==> config.mk <==
export PLATFORM = sky130hd
export DESIGN_NAME = retry_start
export DESIGN_NICKNAME = d
export VERILOG_FILES = /design/src/rtl/retry_start.sv
export SDC_FILE = /design/constraint.sdc
export NUM_CORES = 1
export LEC_CHECK = 0
export CORE_AREA = 2 2 39 41
export CTS_CLUSTER_SIZE = 20
export DETAILED_ROUTE_END_ITERATION = 12
export DIE_AREA = 0 0 41 43
export PLACE_DENSITY = 0.38
export SLEW_MARGIN = 40
export SYNTH_ARGS = -nofsm -noshare
export SYNTH_HDL_FRONTEND = slang
export SYNTH_SLANG_ARGS = --single-unit
==> constraint.sdc <==
create_clock -name clk_i -period 1.7 [get_ports clk_i]
set_input_delay 0.34 -clock clk_i [delete_from_list [all_inputs] [get_ports clk_i]]
set_output_delay 0.34 -clock clk_i [all_outputs]
set_load 0.03 [all_outputs]
==> src/rtl/retry_start.sv <==
// Upstream half of the time-redundancy retry pair: tags each new operation with a
// wrapping ID, keeps its payload in an ID-indexed buffer and replays it on request.

module retry_start_chk (
  input logic clk_i,
  input logic rst_ni,
  input logic retry_valid_i,
  input logic retry_ready_o
);

  // A retry request that is held off must stay asserted until it is accepted
  retry_hold_a: assert property (@(posedge clk_i) disable iff (!rst_ni)
    (retry_valid_i && !retry_ready_o) |=> retry_valid_i)
    else $error("retry_start: retry_valid_i dropped while held off");

endmodule

module retry_start #(
  parameter type DataType = logic,
  parameter int  IDSize   = 1
) (
  input  logic              clk_i,
  input  logic              rst_ni,
  input  DataType           data_i,
  input  logic              valid_i,
  output logic              ready_o,
  output DataType           data_o,
  output logic [IDSize-1:0] id_o,
  output logic              valid_o,
  input  logic              ready_i,
  input  logic [IDSize-1:0] retry_id_i,
  input  logic              retry_valid_i,
  output logic              retry_ready_o
);

  localparam int Depth = 2**IDSize;

  logic [IDSize-1:0] id_r;
  logic [IDSize-1:0] rb_id_r;
  logic              rb_valid_r;
  logic              rb_valid_s;
  logic              new_hs_s;
  logic              retry_acc_s;
  DataType           mem_r [Depth];

  // Retries are only taken while the holding register is empty, so the
  // acceptance signal depends on registered state alone.
  assign retry_acc_s = retry_valid_i && !rb_valid_r;
  assign new_hs_s    = !rb_valid_r && valid_i && ready_i;

  // Replay-buffer state register
  always_ff @(posedge clk_i or negedge rst_ni) begin
    if (!rst_ni) begin
      rb_valid_r <= 1'b0;
    end else begin
      rb_valid_r <= rb_valid_s;
    end
  end

  // Replay-buffer next state: fill on accepted retry, drain on replay handshake
  always_comb begin
    rb_valid_s = rb_valid_r;
    if (rb_valid_r) begin
      if (ready_i) begin
        rb_valid_s = 1'b0;
      end else begin
        rb_valid_s = 1'b1;
      end
    end else begin
      if (retry_valid_i) begin
        rb_valid_s = 1'b1;
      end else begin
        rb_valid_s = 1'b0;
      end
    end
  end

  // Output mux: replay the stored op or pass the upstream op through
  always_comb begin
    valid_o       = valid_i;
    data_o        = data_i;
    id_o          = id_r;
    ready_o       = ready_i;
    retry_ready_o = !rb_valid_r;
    if (rb_valid_r) begin
      valid_o = 1'b1;
      data_o  = mem_r[rb_id_r];
      id_o    = rb_id_r;
      ready_o = 1'b0;
    end else begin
      valid_o = valid_i;
      data_o  = data_i;
      id_o    = id_r;
      ready_o = ready_i;
    end
  end

  // ID counter and retry ID capture
  always_ff @(posedge clk_i or negedge rst_ni) begin
    if (!rst_ni) begin
      id_r    <= {IDSize{1'b0}};
      rb_id_r <= {IDSize{1'b0}};
    end else begin
      if (new_hs_s) begin
        id_r <= id_r + IDSize'(1);
      end
      if (retry_acc_s) begin
        rb_id_r <= retry_id_i;
      end
    end
  end

  // Payload buffer, intentionally not reset
  always_ff @(posedge clk_i) begin
    if (new_hs_s) begin
      mem_r[id_r] <= data_i;
    end
  end

  retry_start_chk u_chk (
    .clk_i         (clk_i),
    .rst_ni        (rst_ni),
    .retry_valid_i (retry_valid_i),
    .retry_ready_o (retry_ready_o)
  );

endmodule

* After elaboration in Yosys (flattened, before gate mapping)
Memory sizes are Yosys's and may differ from the RTL's. Index checks and enable logic that the tools add are counted.
Storage, ports and cells: register bits after elaboration 3, latch bits 0, bits in writable memories 2, bits in read-only memories 0, word-level logic and storage cells 18, memories kept 1
Memory list:
- mem_r | words 2, width 1, rd ports 1, clocked after Yosys merged registers in 0, write ports 1, line 44 | DataType mem_r [Depth];
Operators by class: $add $sub $neg 1, $mul 0, divide/modulo/power cells 0, magnitude comparators 0, eq/ne operators 0, shift-type cells 0, muxes and demuxes 9, bitwise operators 0, reductions and logical operators 4
Operators with widths (number):
- 2-to-1 mux 1 bit | 9
- logical AND 1 bit | 3
- adder 1 bit, second input constant | 1
- zero test 1 bit | 1

* Logic depth before layout (Yosys ltp)
Gate-level depths: netlist (run 1).
depth in word-level cells 5, gate-level depth with buffers 2

* Least setup slack after synthesis (run 1)
Ideal clock, no wire load.
kind reg2out, start point reg rb_valid_r, end point out id_o, data arrival time 1.146 ns, required time 1.360 ns, setup slack 0.214 ns, stages on the path, launching flop included 2, buffers on the path 0, cells stage by stage dfrtp_1 -> o21ai_0
Between the ends: longest elaborated chain between the ends 1
Ends and longest elaborated chain:
- start: declaration | line 40 | logic rb_valid_r;
- start signal: assignment | line 56 | rb_valid_r <= rb_valid_s;
- 2-to-1 mux 1 bit | line 85 | if (rb_valid_r) begin
- end: declaration | line 28 | output logic [IDSize-1:0] id_o,
Every way passes these cells.

* Final worst setup path (run 1)
start point in valid_i, end point out valid_o
Between the ends: longest elaborated chain between the ends 1
Ends and longest elaborated chain:
- start: declaration | line 25 | input logic valid_i,
- 2-to-1 mux 1 bit | line 85
- end: declaration | line 29 | output logic valid_o,
Every way passes these cells.

==> flow_summary.ini, run 1 <==
[status]
outcome = finished, final reports clean

[worst_setup_path]
worst-path-buf-inv = 2
cp_slowest_stage_delay_ns = 0.42
required_ns = 1.36
worstSetupPathType = in -> out
startpoint_type = primary input
crit_fanout = 2
r2r_setup_slack_ns = 0.54
end_kind = primary output
critPathTopFamily = buffers and inverters
arrival_ns = 1.21
crit_chain = clkdlybuf4s50_1 > or2_2 > buf_2
cp_slowest_cell = clkdlybuf4s50_1

[sta]
fin_crit_sh_pct = 90.9
whs_ns = 0.295
finalMaxSlewViolations = 0
fmax_mhz = 647
setup_viol = 0
fin_skew_ns = 0.00110
finalSetupTns_ns = 0
worst_pin_slew_ns = 0.297
slew-limit-headroom_pct = 80.3
hold_viol = 0
min_period_ns = 1.55
rsz0062_at_grt = no

[cells_and_area]
drive_gt1_share_pct = 32.4
fin_nets = 45
utilization_pct = 28.2
antenna-diode-count = 0
area_delta_synth_final_pct = 62.5
layoutNonFillerInstCount = 53

[detailed_routing]
wl_per_cell_um = 9.26
drc_errors = 0
dr_total_vias = 189
viasPerCell = 3.57
wl_um = 491
postRouteAntennaNets = 0
dr.pass1.iters = 4
drtIter0Drc = 2

[die]
die_w_um = 41
pin_count = 12
fp-row-count = 14
initial_core_util_pct = 17.4
core-area_um2 = 1380
die_area_um2 = 1760
die_y_um = 43

[global_routing]
grt_pass1_wl_um = 869
antenna_found_initial = 0
first_global_vias = 218
grt_start_max_net_pins = 6
grtUsageTotal_pct = 7.55
gr-total-overflow = 0

[power]
p_sw_share_pct = 32.2
power_frac_comb_pct = 35.1
power.internal_uw = 317
p_sw_uw = 151
pwr-share-seq_pct = 37.1
p_clk_share_pct = 27.7
peakVddDrop_mv = 0.248
power_leakage_nw = 0.171
powerDensity_nw_per_um2 = 1200
finalPower_uw = 468

[logic_synthesis]
synth-compound-area-share_pct = 7.29
ys_ff_latch = 5
synthesis.nets = 28
avgSynthCellArea_um2 = 11.4
yosysSeqAreaShare_pct = 56.3
synth_fa_ha_area_share_pct = 0
ys_warn_count = 0
synthMuxAreaShare_pct = 10.4
synth_cell_types = 15
synthSimpleGateAreaFrac_pct = 19.3
synth-xor-area-share_pct = 3.65
ys_top_cells_by_area = dfrtp_1 (31%), edfxtp_1 (25%), mux2_4 (6.3%)
synthCells = 21
synth_top_area_cell = dfrtp_1
synth_top_family_by_area = simple AND/OR/NAND/NOR gates
synth_area_um2 = 240
synth_top_area_share_pct = 31.3

[place]
finalWeightedCongestion = 0.622
portBuffers = 11
dp_cells = 49
dp_hpwl_um = 421

[cts]
cts_hold_buf = 0
clk_pin_slew_worst_paths_ns = 0.04
cts_setup_buffers = 0
clock_latency_ns = 0.23
cts_buffers = 3
tritoncts = done
htree_levels = 1
cts_num_sinks = 5
clockBufferDepth = 2
clockRootBuffer = clkbuf_4

[hold_path]
hold_class = in -> async

[run]
maxCapViolations = 0
## metrics by stage
step	worst slack (ns)	area [µm²]
floorplan	0.214	240
global placement	-0.256	370
detailed placement	-0.264	370
CTS	0.0469	397
global route	0.0964	390
finish	0.155	390
## metal layers
metal	share of wire (%)	vias to the layer above	track usage, %	routed length, µm
met5	0	-	0	0
met4	0	0	6.00	0
met3	4.9	0	2.09	24
met2	54	7	10.3	263
met1	42	81	9.39	204
li1	-	101	-	-
## cells in the mapped netlist (all sizes together)
master	instances
nand2	1
mux2	1
xnor2	1
o21bai	1
nor2b	1
nand3b	1
nor2	3
inv	2
dfrtp	3
or2	1
o21ai	1
and2b	1
mux2i	1
a21oi	1
edfxtp	2
## power by group through the flow
stage	combinational, mW	sequential, mW	clock, mW
floorplan	0.103	0.173	0
global placement	0.170	0.177	0
global route	0.179	0.178	0.147
finish	0.164	0.174	0.130
CTS	0.168	0.175	0.136
detailed placement	0.171	0.176	0
## sequential cells by signal (all words and copies together) (netlist names)
name        cells
id_r            1
mem_r           2
rb_id_r         1
rb_valid_r      1
## worst paths after layout
path | cells past startpoint | startpoint | end
max | 3 | valid_i | valid_o
min | 1 | rst_ni | rb_valid_r$_DFF_PN0_
max reg2reg | 3 | rb_valid_r$_DFF_PN0_ | rb_id_r$_DFFE_PN0P_
min reg2reg | 1 | id_r$_DFFE_PN0P_ | id_r$_DFFE_PN0P_
max in group asynchronous | 1 | rst_ni | id_r$_DFFE_PN0P_
min in group clk_i | 1 | id_r$_DFFE_PN0P_ | id_r$_DFFE_PN0P_
## kinds of logic after synthesis
logic type	after synthesis
AND/OR/NAND/NOR	8
XOR/XNOR	1
flip-flops	5
buffers and inverters	2
multiplexers	2
AO/OA/AOI/OAI	3
## worst register-to-register path: stages, from the launching register on
cell	delay, ns
dfrtp_1	0.41
buf_4	0.17
nor2b_2	0.15
mux2_4	0.31
## timing repair
action                                  4_1_cts  5_1_grt
gates cloned                                  0        0
pin swaps                                     0        0
gates resized for setup                       4        2
endpoints found under the setup margin        2        1
## area by class of cell
type	count	area, µm²
Timing Repair Buffer	12	104
Tap cell	16	20.0
Inverter	2	7.51
Multi-Input combinational cell	14	97.6
Fill cell	153	993
Clock buffer	4	26.3
Sequential cell	5	135
## placed cells by master (no fill, tap or decap)
master	n
clkbuf_1	1
xnor2_1	1
mux2_4	1
mux2i_1	1
clkdlybuf4s50_1	6
o21bai_1	1
nor2_1	3
nand2_1	1
or2_2	1
buf_4	4
inv_1	2
dfrtp_1	3
o21ai_0	1
a21oi_1	1
edfxtp_1	2
nor2b_2	1
nand3b_1	1
and2b_2	1
buf_2	1
clkbuf_4	3
dlygate4sd2_1	1
Note: power is estimated with default switching activity, not from simulation.
==> run 2: changes to the inputs <==
--- a/config.mk
+++ b/config.mk
@@ -10,7 +10,7 @@
 export DETAILED_ROUTE_END_ITERATION = 12
 export DIE_AREA = 0 0 41 43
 export PLACE_DENSITY = 0.38
-export SLEW_MARGIN = 40
+export SLEW_MARGIN = 30
 export SYNTH_ARGS = -nofsm -noshare
 export SYNTH_HDL_FRONTEND = slang
 export SYNTH_SLANG_ARGS = --single-unit
==> constraint.sdc (replaced) <==
create_clock -name clk_i -period 1.57 [get_ports clk_i]
set_input_delay 0.314 -clock clk_i [delete_from_list [all_inputs] [get_ports clk_i]]
set_output_delay 0.314 -clock clk_i [all_outputs]
set_load 0.03 [all_outputs]
==> run 2 against run 1 <==
Routed wire length up 5.7%; total power is 11% higher; clock skew increased by 0.0064 ns; critical path type unchanged; critical endpoint unchanged.
==> flow_summary.ini, run 2 (synthesized netlist as in run 1, its figures left out) <==
[status]
outcome = finished, final reports clean

[die]
die_area_um2 = 1760
fp-row-count = 14
die_y_um = 43
die_w_um = 41
pin_count = 12
initial_core_util_pct = 17.4
core-area_um2 = 1380

[detailed_routing]
wl_per_cell_um = 9.79
drc_errors = 0
viasPerCell = 3.74
wl_um = 519
dr.pass1.iters = 4
drtIter0Drc = 1
postRouteAntennaNets = 0
dr_total_vias = 198

[cells_and_area]
fin_nets = 45
drive_gt1_share_pct = 35.1
fin_area_um2 = 392
final_cell_mix = clkdlybuf4s50_1 (6), buf_4 (4), nor2_1 (3), clkbuf_4 (3), dfrtp_1 (3)
regMostFlops = mem_r
antenna-diode-count = 0
largest_register_ffs = 2
mostFrequentLayoutCell = clkdlybuf4s50_1
area_delta_synth_final_pct = 63.0
layoutNonFillerInstCount = 53

[power]
p_sw_uw = 179
pwr-share-seq_pct = 36.2
p_clk_share_pct = 29.1
powerDensity_nw_per_um2 = 1330
p_sw_share_pct = 34.5
power.internal_uw = 341
power_frac_comb_pct = 34.7
power_leakage_nw = 0.174
peakVddDrop_mv = 0.400

[worst_setup_path]
startpoint_type = primary input
worstSetupPathType = in -> out
crit_fanout = 2
end_kind = primary output
arrival_ns = 1.19
required_ns = 1.26

[place]
dp_cells = 49
dpl_worst_slack_ns = -0.345
finalWeightedCongestion = 0.638
placed_area_um2 = 370
dp_hpwl_um = 392
portBuffers = 11

[sta]
fin_crit_sh_pct = 95.5
fin_skew_ns = 0.00754
min_period_ns = 1.50
worst_pin_slew_ns = 0.296
slew-limit-headroom_pct = 80.4
hold_viol = 0
finalMaxSlewViolations = 0
fmax_mhz = 667
rsz0062_at_grt = no
worst_slack_ns = 0.0702
finalSetupTns_ns = 0
setup_viol = 0

[cts]
cts_num_sinks = 5
tritoncts = done
clockRootBuffer = clkbuf_4
cts_buffers = 3
htree_levels = 1
clk_pin_slew_worst_paths_ns = 0.05
clockBufferDepth = 2
clock_latency_ns = 0.25
cts_hold_buf = 0

[global_routing]
grt_pass1_wl_um = 848
gr-total-overflow = 0
first_global_vias = 218
grt_start_max_net_pins = 6
grtUsageTotal_pct = 8.09
antenna_found_initial = 0

[hold_path]
hold_class = in -> async

[run]
maxCapViolations = 0
run 2: cell count changes in the layout (fill, tap and decap cells not counted):
cell / change
clkinv_2: +1
o21ai_1: +1
o21ai_0: -1
clkbuf_1: -1
run 2: per-stage QoR:
step	utilization, %	hold WS, ns	total power [mW]
6_report	28.3	0.250	0.520
3_5_place_dp	26.8	0.493	0.374
2_1_floorplan	-	0.0184	0.299
4_1_cts	28.8	0.244	0.528
5_1_grt	28.3	0.249	0.553
3_3_place_gp	26.8	0.492	0.374
run 2: routing by layer:
metal	track usage (%)	wire length (µm)	part of all wire, %
met2	9.69	254	49
met1	9.21	233	45
met3	1.57	14	2.7
met5	0	0	0
met4	12.0	17	3.3
run 2: power by group through the flow:
stage	sequential [mW]	clock, mW	combinational (mW)
2_1_floorplan	0.187	0	0.112
3_3_place_gp	0.191	0	0.184
3_5_place_dp	0.191	0	0.183
4_1_cts	0.189	0.158	0.182
5_1_grt	0.193	0.167	0.194
6_report	0.188	0.151	0.180
run 2: final timing paths:
kind                                       from  depth (start not counted)  slack, ns                   end
max in group asynchronous                rst_ni                          1       1.17  rb_valid_r$_DFF_PN0_
min in group clk_i             id_r$_DFFE_PN0P_                          1       0.50      id_r$_DFFE_PN0P_
min                                      rst_ni                          1       0.25   rb_id_r$_DFFE_PN0P_
max reg2reg                rb_valid_r$_DFF_PN0_                          3       0.43   rb_id_r$_DFFE_PN0P_
max                                     valid_i                          3       0.07               valid_o
min reg2reg                    id_r$_DFFE_PN0P_                          1       0.50      id_r$_DFFE_PN0P_
run 2: worst max-delay path: stages:
cell and delay (ns):
clkdlybuf4s50_1 0.42, or2_2 0.27, buf_2 0.18
run 2: repair_timing:
item                       in CTS  in global routing
resized for setup               4                  3
buffers inserted                0                  0
setup endpoints to repair       2                  2
run 2: area by class of cell:
class                           instances  area [µm²]
Clock buffer                            3        22.5
Clock inverter                          1        5.00
Fill cell                             156         992
Inverter                                2        7.51
Multi-Input combinational cell         14        97.6
Sequential cell                         5         135
Tap cell                               16        20.0
Timing Repair Buffer                   12         104
